File: src/rtl/fproc_arbiter_pkg.sv
// Shared types and default widths for the fproc arbiter.
// Optional watchdog is enabled by defining FPROC_ARB_TIMEOUT_EN.
package fproc_arb_pkg;

    typedef enum logic [1:0] {
        ST_IDLE  = 2'd0,
        ST_ISSUE = 2'd1,
        ST_WAIT  = 2'd2
    } state_e;

    localparam int DEF_N_CORES        = 4;
    localparam int DEF_ID_WIDTH       = 8;
    localparam int DEF_DATA_WIDTH     = 32;
    localparam int DEF_TIMEOUT_CYCLES = 1024;

    // Increment modulo n without a divider.
    function automatic int unsigned wrap_inc(input int unsigned v, input int unsigned n);
        return (v + 1 >= n) ? 0 : v + 1;
    endfunction

endpackage

File: src/rtl/fproc_arbiter_if.sv
// Core-side and fproc-side handshake bundle; master is the arbiter, slave is
// the environment (cores plus the shared fproc).
interface fproc_arbiter_if import fproc_arb_pkg::*; #(
    parameter int N_CORES    = DEF_N_CORES,
    parameter int ID_WIDTH   = DEF_ID_WIDTH,
    parameter int DATA_WIDTH = DEF_DATA_WIDTH
) ();
    localparam int CW = $clog2(N_CORES);

    logic [N_CORES-1:0]          core_req;
    logic [N_CORES*ID_WIDTH-1:0] core_id;
    logic [N_CORES-1:0]          core_ready;
    logic [DATA_WIDTH-1:0]       core_data;
    logic                        fproc_req_valid;
    logic [ID_WIDTH-1:0]         fproc_req_id;
    logic [CW-1:0]               fproc_req_core;
    logic                        fproc_req_ack;
    logic                        fproc_resp_valid;
    logic [DATA_WIDTH-1:0]       fproc_resp_data;
    logic                        timeout_err;

    modport master (
        input  core_req, core_id, fproc_req_ack, fproc_resp_valid, fproc_resp_data,
        output core_ready, core_data, fproc_req_valid, fproc_req_id, fproc_req_core,
               timeout_err
    );

    modport slave (
        output core_req, core_id, fproc_req_ack, fproc_resp_valid, fproc_resp_data,
        input  core_ready, core_data, fproc_req_valid, fproc_req_id, fproc_req_core,
               timeout_err
    );

endinterface

File: src/rtl/fproc_arbiter_rr_select.sv
// Combinational round-robin pick: first pending index at or after rr_ptr_i,
// wrapping modulo N_CORES.
module rr_select import fproc_arb_pkg::*; #(
    parameter int  N_CORES = DEF_N_CORES,
    localparam int CW      = $clog2(N_CORES)
) (
    input  logic [N_CORES-1:0] pending_i,
    input  logic [CW-1:0]      rr_ptr_i,
    output logic [CW-1:0]      grant_idx_o,
    output logic               any_o
);

    int unsigned j;

    // Scan farthest-to-nearest so the candidate closest to the pointer wins.
    always_comb begin
        grant_idx_o = '0;
        any_o       = 1'b0;
        j           = 0;
        for (int k = N_CORES - 1; k >= 0; k--) begin
            j = (int'(rr_ptr_i) + k) % N_CORES;
            if (pending_i[CW'(j)]) begin
                grant_idx_o = CW'(j);
                any_o       = 1'b1;
            end
        end
    end

endmodule

File: src/rtl/fproc_arbiter.sv
// Round-robin arbiter sharing one fproc port among N_CORES cores.
// Define FPROC_ARB_TIMEOUT_EN to add the WAIT-state response watchdog.
module fproc_arbiter import fproc_arb_pkg::*; #(
    parameter int N_CORES        = DEF_N_CORES,
    parameter int ID_WIDTH       = DEF_ID_WIDTH,
    parameter int DATA_WIDTH     = DEF_DATA_WIDTH,
    parameter int TIMEOUT_CYCLES = DEF_TIMEOUT_CYCLES
) (
    input logic             clk,
    input logic             reset,
    fproc_arbiter_if.master bus
);

    localparam int CW = $clog2(N_CORES);

    state_e                state_q;
    logic [CW-1:0]         grant_q;
    logic [CW-1:0]         rr_ptr_q;
    logic [ID_WIDTH-1:0]   req_id_q;
    logic                  valid_q;
    logic [N_CORES-1:0]    ready_q;
    logic [DATA_WIDTH-1:0] data_q;
    logic                  timeout_q;

    logic [N_CORES-1:0]    pending_q, pending_d;
    logic [N_CORES-1:0]    set_req, clr_req;
    logic [ID_WIDTH-1:0]   id_q [N_CORES];

    logic [CW-1:0]         grant_idx;
    logic                  any_pending;
    logic                  expire;
    logic                  deliver;

    rr_select #(.N_CORES(N_CORES)) u_rr_select (
        .pending_i   (pending_q),
        .rr_ptr_i    (rr_ptr_q),
        .grant_idx_o (grant_idx),
        .any_o       (any_pending)
    );

`ifdef FPROC_ARB_TIMEOUT_EN
    localparam int WW = $clog2(TIMEOUT_CYCLES + 1);
    logic [WW-1:0] wdog_q;

    // Counter sits at zero outside WAIT, so it is cleared on every entry.
    always_ff @(posedge clk or posedge reset) begin
        if (reset)                  wdog_q <= '0;
        else if (state_q != ST_WAIT) wdog_q <= '0;
        else                        wdog_q <= wdog_q + 1'b1;
    end

    assign expire = (state_q == ST_WAIT) && !bus.fproc_resp_valid &&
                    (wdog_q == WW'(TIMEOUT_CYCLES - 1));
`else
    logic unused_timeout_cfg;
    assign unused_timeout_cfg = (TIMEOUT_CYCLES > 0);
    assign expire             = 1'b0;
`endif

    assign deliver   = (state_q == ST_WAIT) && (bus.fproc_resp_valid || expire);
    assign clr_req   = deliver ? (N_CORES'(1) << grant_q) : '0;
    // A new request from the core being completed this cycle re-arms its slot.
    assign set_req   = bus.core_req & (~pending_q | clr_req);
    assign pending_d = (pending_q & ~clr_req) | set_req;

    always_ff @(posedge clk or posedge reset) begin
        if (reset) pending_q <= '0;
        else       pending_q <= pending_d;
    end

    // NOTE: the ID registers are only read behind a pending bit, so they carry
    // no reset; leaving storage arrays unreset keeps them plain enable flops.
    for (genvar i = 0; i < N_CORES; i++) begin : g_id
        always_ff @(posedge clk) begin
            if (set_req[i]) id_q[i] <= bus.core_id[i*ID_WIDTH +: ID_WIDTH];
        end
    end

    // NOTE: sequential state uses non-blocking assignments only, so every
    // register in this block sees the pre-edge values of its neighbours.
    always_ff @(posedge clk or posedge reset) begin
        if (reset) begin
            state_q   <= ST_IDLE;
            grant_q   <= '0;
            rr_ptr_q  <= '0;
            req_id_q  <= '0;
            valid_q   <= 1'b0;
            ready_q   <= '0;
            data_q    <= '0;
            timeout_q <= 1'b0;
        end else begin
            ready_q   <= '0;
            timeout_q <= 1'b0;
            case (state_q)
                ST_IDLE: begin
                    if (any_pending) begin
                        grant_q  <= grant_idx;
                        req_id_q <= id_q[grant_idx];
                        valid_q  <= 1'b1;
                        state_q  <= ST_ISSUE;
                    end
                end
                ST_ISSUE: begin
                    if (bus.fproc_req_ack) begin
                        valid_q <= 1'b0;
                        state_q <= ST_WAIT;
                    end
                end
                ST_WAIT: begin
                    if (deliver) begin
                        ready_q   <= N_CORES'(1) << grant_q;
                        data_q    <= bus.fproc_resp_valid ? bus.fproc_resp_data : '0;
                        timeout_q <= !bus.fproc_resp_valid;
                        rr_ptr_q  <= CW'(wrap_inc(32'(grant_q), N_CORES));
                        state_q   <= ST_IDLE;
                    end
                end
                default: begin
                    valid_q <= 1'b0;
                    state_q <= ST_IDLE;
                end
            endcase
        end
    end

    assign bus.core_ready      = ready_q;
    assign bus.core_data       = data_q;
    assign bus.fproc_req_valid = valid_q;
    assign bus.fproc_req_id    = req_id_q;
    assign bus.fproc_req_core  = grant_q;
    assign bus.timeout_err     = timeout_q;

endmodule
File: src/flat_wrapper.sv
// flat-port wrapper written by rule: the top's interface ports become plain ports
module fproc_arbiter_flat import fproc_arb_pkg::*;
#(
    parameter int N_CORES        = DEF_N_CORES,
    parameter int ID_WIDTH       = DEF_ID_WIDTH,
    parameter int DATA_WIDTH     = DEF_DATA_WIDTH,
    parameter int TIMEOUT_CYCLES = DEF_TIMEOUT_CYCLES
)
  (clk, reset, bus_core_req, bus_core_id, bus_fproc_req_ack, bus_fproc_resp_valid, bus_fproc_resp_data, bus_core_ready, bus_core_data, bus_fproc_req_valid, bus_fproc_req_id, bus_fproc_req_core, bus_timeout_err);
  fproc_arbiter_if #(.N_CORES(N_CORES), .ID_WIDTH(ID_WIDTH), .DATA_WIDTH(DATA_WIDTH)) bus_i ();
  input logic clk;
  input logic reset;
  input wire logic [$bits(bus_i.core_req)-1:0] bus_core_req;
  input wire logic [$bits(bus_i.core_id)-1:0] bus_core_id;
  input wire logic [$bits(bus_i.fproc_req_ack)-1:0] bus_fproc_req_ack;
  input wire logic [$bits(bus_i.fproc_resp_valid)-1:0] bus_fproc_resp_valid;
  input wire logic [$bits(bus_i.fproc_resp_data)-1:0] bus_fproc_resp_data;
  output wire logic [$bits(bus_i.core_ready)-1:0] bus_core_ready;
  output wire logic [$bits(bus_i.core_data)-1:0] bus_core_data;
  output wire logic [$bits(bus_i.fproc_req_valid)-1:0] bus_fproc_req_valid;
  output wire logic [$bits(bus_i.fproc_req_id)-1:0] bus_fproc_req_id;
  output wire logic [$bits(bus_i.fproc_req_core)-1:0] bus_fproc_req_core;
  output wire logic [$bits(bus_i.timeout_err)-1:0] bus_timeout_err;
  assign bus_i.core_req = bus_core_req;
  assign bus_i.core_id = bus_core_id;
  assign bus_i.fproc_req_ack = bus_fproc_req_ack;
  assign bus_i.fproc_resp_valid = bus_fproc_resp_valid;
  assign bus_i.fproc_resp_data = bus_fproc_resp_data;
  assign bus_core_ready = bus_i.core_ready;
  assign bus_core_data = bus_i.core_data;
  assign bus_fproc_req_valid = bus_i.fproc_req_valid;
  assign bus_fproc_req_id = bus_i.fproc_req_id;
  assign bus_fproc_req_core = bus_i.fproc_req_core;
  assign bus_timeout_err = bus_i.timeout_err;
  fproc_arbiter #(.N_CORES(N_CORES), .ID_WIDTH(ID_WIDTH), .DATA_WIDTH(DATA_WIDTH), .TIMEOUT_CYCLES(TIMEOUT_CYCLES)) u_core (.clk(clk), .reset(reset), .bus(bus_i));
endmodule
File: config.mk
export PLATFORM = sky130hd
export DESIGN_NAME = fproc_arbiter_flat
export DESIGN_NICKNAME = d
export VERILOG_FILES = /design/src/rtl/fproc_arbiter_pkg.sv /design/src/rtl/fproc_arbiter_if.sv /design/src/rtl/fproc_arbiter_rr_select.sv /design/src/rtl/fproc_arbiter.sv /design/src/flat_wrapper.sv
export SDC_FILE = /design/constraint.sdc
export NUM_CORES = 1
export LEC_CHECK = 0
export CAP_MARGIN = 30
export CORE_ASPECT_RATIO = 1.75
export CORE_MARGIN = 3
export CORE_UTILIZATION = 45
export CTS_BUF_LIST = sky130_fd_sc_hd__clkbuf_4 sky130_fd_sc_hd__clkbuf_8
export CTS_CLUSTER_DIAMETER = 30
export DETAILED_ROUTE_END_ITERATION = 8
export DONT_BUFFER_PORTS = 1
export GPL_TIMING_DRIVEN = 0
export PLACE_DENSITY = 0.58
export RECOVER_POWER = 25
export SLEW_MARGIN = 10
export SYNTH_ARGS = -nofsm -noshare
export SYNTH_HDL_FRONTEND = slang
export SYNTH_HIERARCHICAL = 1
export SYNTH_SLANG_ARGS = --single-unit
File: constraint.sdc
create_clock -name clk -period 2.6 [get_ports clk]
set_input_delay 0.52 -clock clk [delete_from_list [all_inputs] [get_ports clk]]
set_output_delay 0.52 -clock clk [all_outputs]
set_load 0.005 [all_outputs]
==> flow_metrics.env <==
export IMPL_synth_avg_cell_area_um2=17.6
export IMPL_wire_per_inst_um=20.6
export IMPL_fp_dieArea_um2=8770
export IMPL_max_slew_margin_pct=35.6
export IMPL_power_leakage_uw=0.00156
export IMPL_clock_tree_buffer_depth=2
export IMPL_gp_routability_congestion=0.694
export IMPL_finalMaxSlewViolations=0
export IMPL_fin_crit_sh_pct=82.6
export IMPL_ys_async_sr_fraction_pct=63.6
export IMPL_skew_ps=7.48
export IMPL_wl_um=6180
export IMPL_die_w_um=72.1
export IMPL_routed_via_count=1676
export IMPL_post_cts_resized=0
export IMPL_setup_violations=0
export IMPL_startpoint="u_core/rr_ptr_q[1]"
export IMPL_grt_max_degree=40
export IMPL_drive_above_1_share_pct=36.0
export IMPL_viasPerCell=5.59
export IMPL_crit_family="multiplexers"
export IMPL_reg2reg_from="u_core/rr_ptr_q[1]"
export IMPL_netlist_instances=195
export IMPL_placed_cell_area_um2=3570
export IMPL_rows=41
export IMPL_grt_setup_unrepaired="no"
export IMPL_sequentialPowerShare_pct=49.1
export IMPL_cp_slowest_stage_delay_ps=500
export IMPL_swShare_pct=27.5
export IMPL_outcome="complete, no violations"
export IMPL_grt_pass1_wl_um=9450
export IMPL_synthMuxAreaShare_pct=20.8
export IMPL_regArea_um2=2360
export IMPL_grt_pass1_vias=1900
export IMPL_overflow=0
export IMPL_syn2layout_area_growth_pct=10.6
export IMPL_end_kind="flop"
export IMPL_max_freq_mhz=466
export IMPL_switching_power_uw=1220
export IMPL_synth_simple_gate_area_share_pct=3.46
export IMPL_synth_xor_area_share_pct=0
export IMPL_tritoncts="yes"
export IMPL_ir_drop_mv=0.526
export IMPL_synth_top_family_by_area="multiplexers"
export IMPL_cts_sinks=88
export IMPL_synthAdderAreaFrac_pct=1.46
export IMPL_ys_ff_latch=88
export IMPL_place_hpwl_um=4700
export IMPL_core_area_um2=7340
export IMPL_required_ps=2840
export IMPL_p_clk_share_pct=24.5
export IMPL_pre_cts_ws_ps=506
export IMPL_setup_tns_ps=0
export IMPL_multiInputGateArea_um2=1000
export IMPL_crit_buf_inv=1
export IMPL_fin_area_um2=3800
export IMPL_synth_edf_count=32
export IMPL_diodes=0
export IMPL_arrival_ps=2390
export IMPL_path_class="reg -> reg"
export IMPL_num_fill_cells=626
export IMPL_critPathMaxFanout=9
export IMPL_setup_ws_ps=452
export IMPL_drc_errors=0
export IMPL_cts_clk_slew_worst_paths_ps=80
export IMPL_critPathLaunchType="flop"
export IMPL_maxCapViolCount=0
export IMPL_hold_path_class="in -> async"
export IMPL_tightest_slew_ps=964
export IMPL_total_power_uw=4430
export IMPL_crit_chain="nor3b_1, a211oi_1, nor2_1, clkbuf_1, mux4_2, mux2_4"
export IMPL_start_util_pct=46.9
export IMPL_port_buffers=0
export IMPL_internal_power_uw=3210
export IMPL_period_needed_ps=2150
export IMPL_globalRouteTotalUtil_pct=15.0
export IMPL_finalHoldViolations=0
export IMPL_pwr_density_cell_nw_per_um2=1160
export IMPL_cts_buffers=9
export IMPL_hold_buffers=0
export IMPL_finalNetCount=285
export IMPL_dominantRegCellSynth="dfrtp_1"
export IMPL_yosysWarnings=6
export IMPL_antenna_found_initial=0
export IMPL_drtPass1Iterations=4
export IMPL_netlist_area_um2=3440
export IMPL_clock_latency_ps=350
export IMPL_cts_root_buf="clkbuf_8"
export IMPL_seq_area_frac_synth_pct=68.7
export IMPL_ys_types=28
export IMPL_die_h_um=122
export IMPL_p_comb_share_pct=26.3
export IMPL_antenna_left=0
export IMPL_htreeDepth=3
export IMPL_io_pins=120
export IMPL_drtIter0Drc=75
export IMPL_syn_nets=271
export IMPL_synth_compound_area_share_pct=3.24
export IMPL_crit_slowest_cell="clkbuf_1"
export IMPL_post_cts_buffers=0
-- power by group through the flow --
stage / logic, µW / registers, µW / clock network, µW
2_1_floorplan: 1010 / 2110 / 0
3_3_place_gp: 1130 / 2210 / 0
3_5_place_dp: 1190 / 2220 / 0
4_1_cts: 1190 / 2190 / 1130
5_1_grt: 1290 / 2250 / 1180
6_report: 1170 / 2180 / 1090
-- worst paths after layout --
| check | to | slack (ps) | cells after the start |
|---|---|---|---|
| worst max-delay path | u_core/bus.fproc_req_id[4] | 450 | 6 |
| worst min-delay path | u_core/bus.core_data[31] | 150 | 1 |
| worst max register to register | u_core/bus.fproc_req_id[4] | 450 | 6 |
| worst min register to register | u_core/bus.core_data[11] | 530 | 1 |
| max in group asynchronous | u_core/bus.core_data[29] | 1080 | 2 |
| min in group clk | u_core/state_q[0] | 260 | 1 |
-- stage by stage --
stage,utilization [%],std cells,hold slack [ps]
after detailed placement,48.6,282,415
final,51.9,300,146
after CTS,51.9,298,17.3
after global routing,51.9,300,173
after floorplan,-,195,474
after global placement,48.3,281,512
-- cells in the mapped netlist, types with 2 or more instances --
master	instances	area [µm²]
edfxtp_1	32	961
mux2_2	32	360
a211oi_1	2	15.0
nand2_1	3	11.3
mux4_2	8	180
a21o_1	5	37.5
nand2b_1	3	18.8
mux2_1	4	45.0
ha_1	4	50.1
buf_2	4	20.0
inv_1	7	26.3
mux2_4	8	120
nand4b_1	4	35.0
a21boi_0	4	30.0
nor2_1	6	22.5
buf_4	2	15.0
dfrtp_1	56	1400
-- final cells by class --
class                           count  area share, %
Buffer                              8           1.32
Clock buffer                       10           3.45
Clock inverter                      6           2.80
Inverter                            7          0.691
Multi-Input combinational cell     92           26.3
Sequential cell                    88           62.1
Tap cell                           86           2.83
Timing Repair Buffer                3          0.526
-- registers in the layout, summed over array words and instances, names as in the netlist --
register / count
u_core/bus.core_data: 32
u_core/bus.core_ready: 4
u_core/bus.fproc_req_core: 2
u_core/bus.fproc_req_id: 8
u_core/bus.fproc_req_valid: 1
u_core/bus.timeout_err: 1
u_core/id_q: 32
u_core/pending_q: 4
u_core/rr_ptr_q: 2
u_core/state_q: 2
-- cell usage in the layout (no fill, tap or decap), drive strengths merged --
master  netlist  layout
o21ai         1       1
edfxtp       32      32
dfrtp        56      56
clkinv        0       2
ha            4       4
nand2b        3       3
mux2i         1       1
a211oi        3       3
mux2         44      44
nand4b        4       4
clkbuf        1      12
buf           7       9
inv           7       8
nand3b        1       1
conb          1       1
nand2         3       3
nor3b         2       2
mux4          8       8
a21boi        4       4
a21o          5       5
bufinv        0       3
nor2          6       6
a21oi         1       1
o22ai         1       1
-- worst register-to-register path: stages (launching register included) --
cell and delay (ps):
dfrtp_1 450, nor3b_1 230, a211oi_1 90, nor2_1 100, clkbuf_1 500, mux4_2 410
mux2_4 260
-- metal layers --
metal	vias up	routed length, µm	global-route usage [%]
met3	10	550	6.77
li1	737	-	-
met5	-	0	0
met2	95	3450	26.1
met1	834	2080	15.2
met4	0	104	6.35
-- cell families (layout without fill, tap and decap cells) --
logic type / after synthesis / after routing
buffers and inverters: 15 / 34
multiplexers: 53 / 53
AO/OA/AOI/OAI: 15 / 15
other: 1 / 1
adder cells (fa/ha/maj): 4 / 4
flip-flops: 88 / 88
AND/OR/NAND/NOR: 19 / 19
Power figures use the tool's default switching activity.
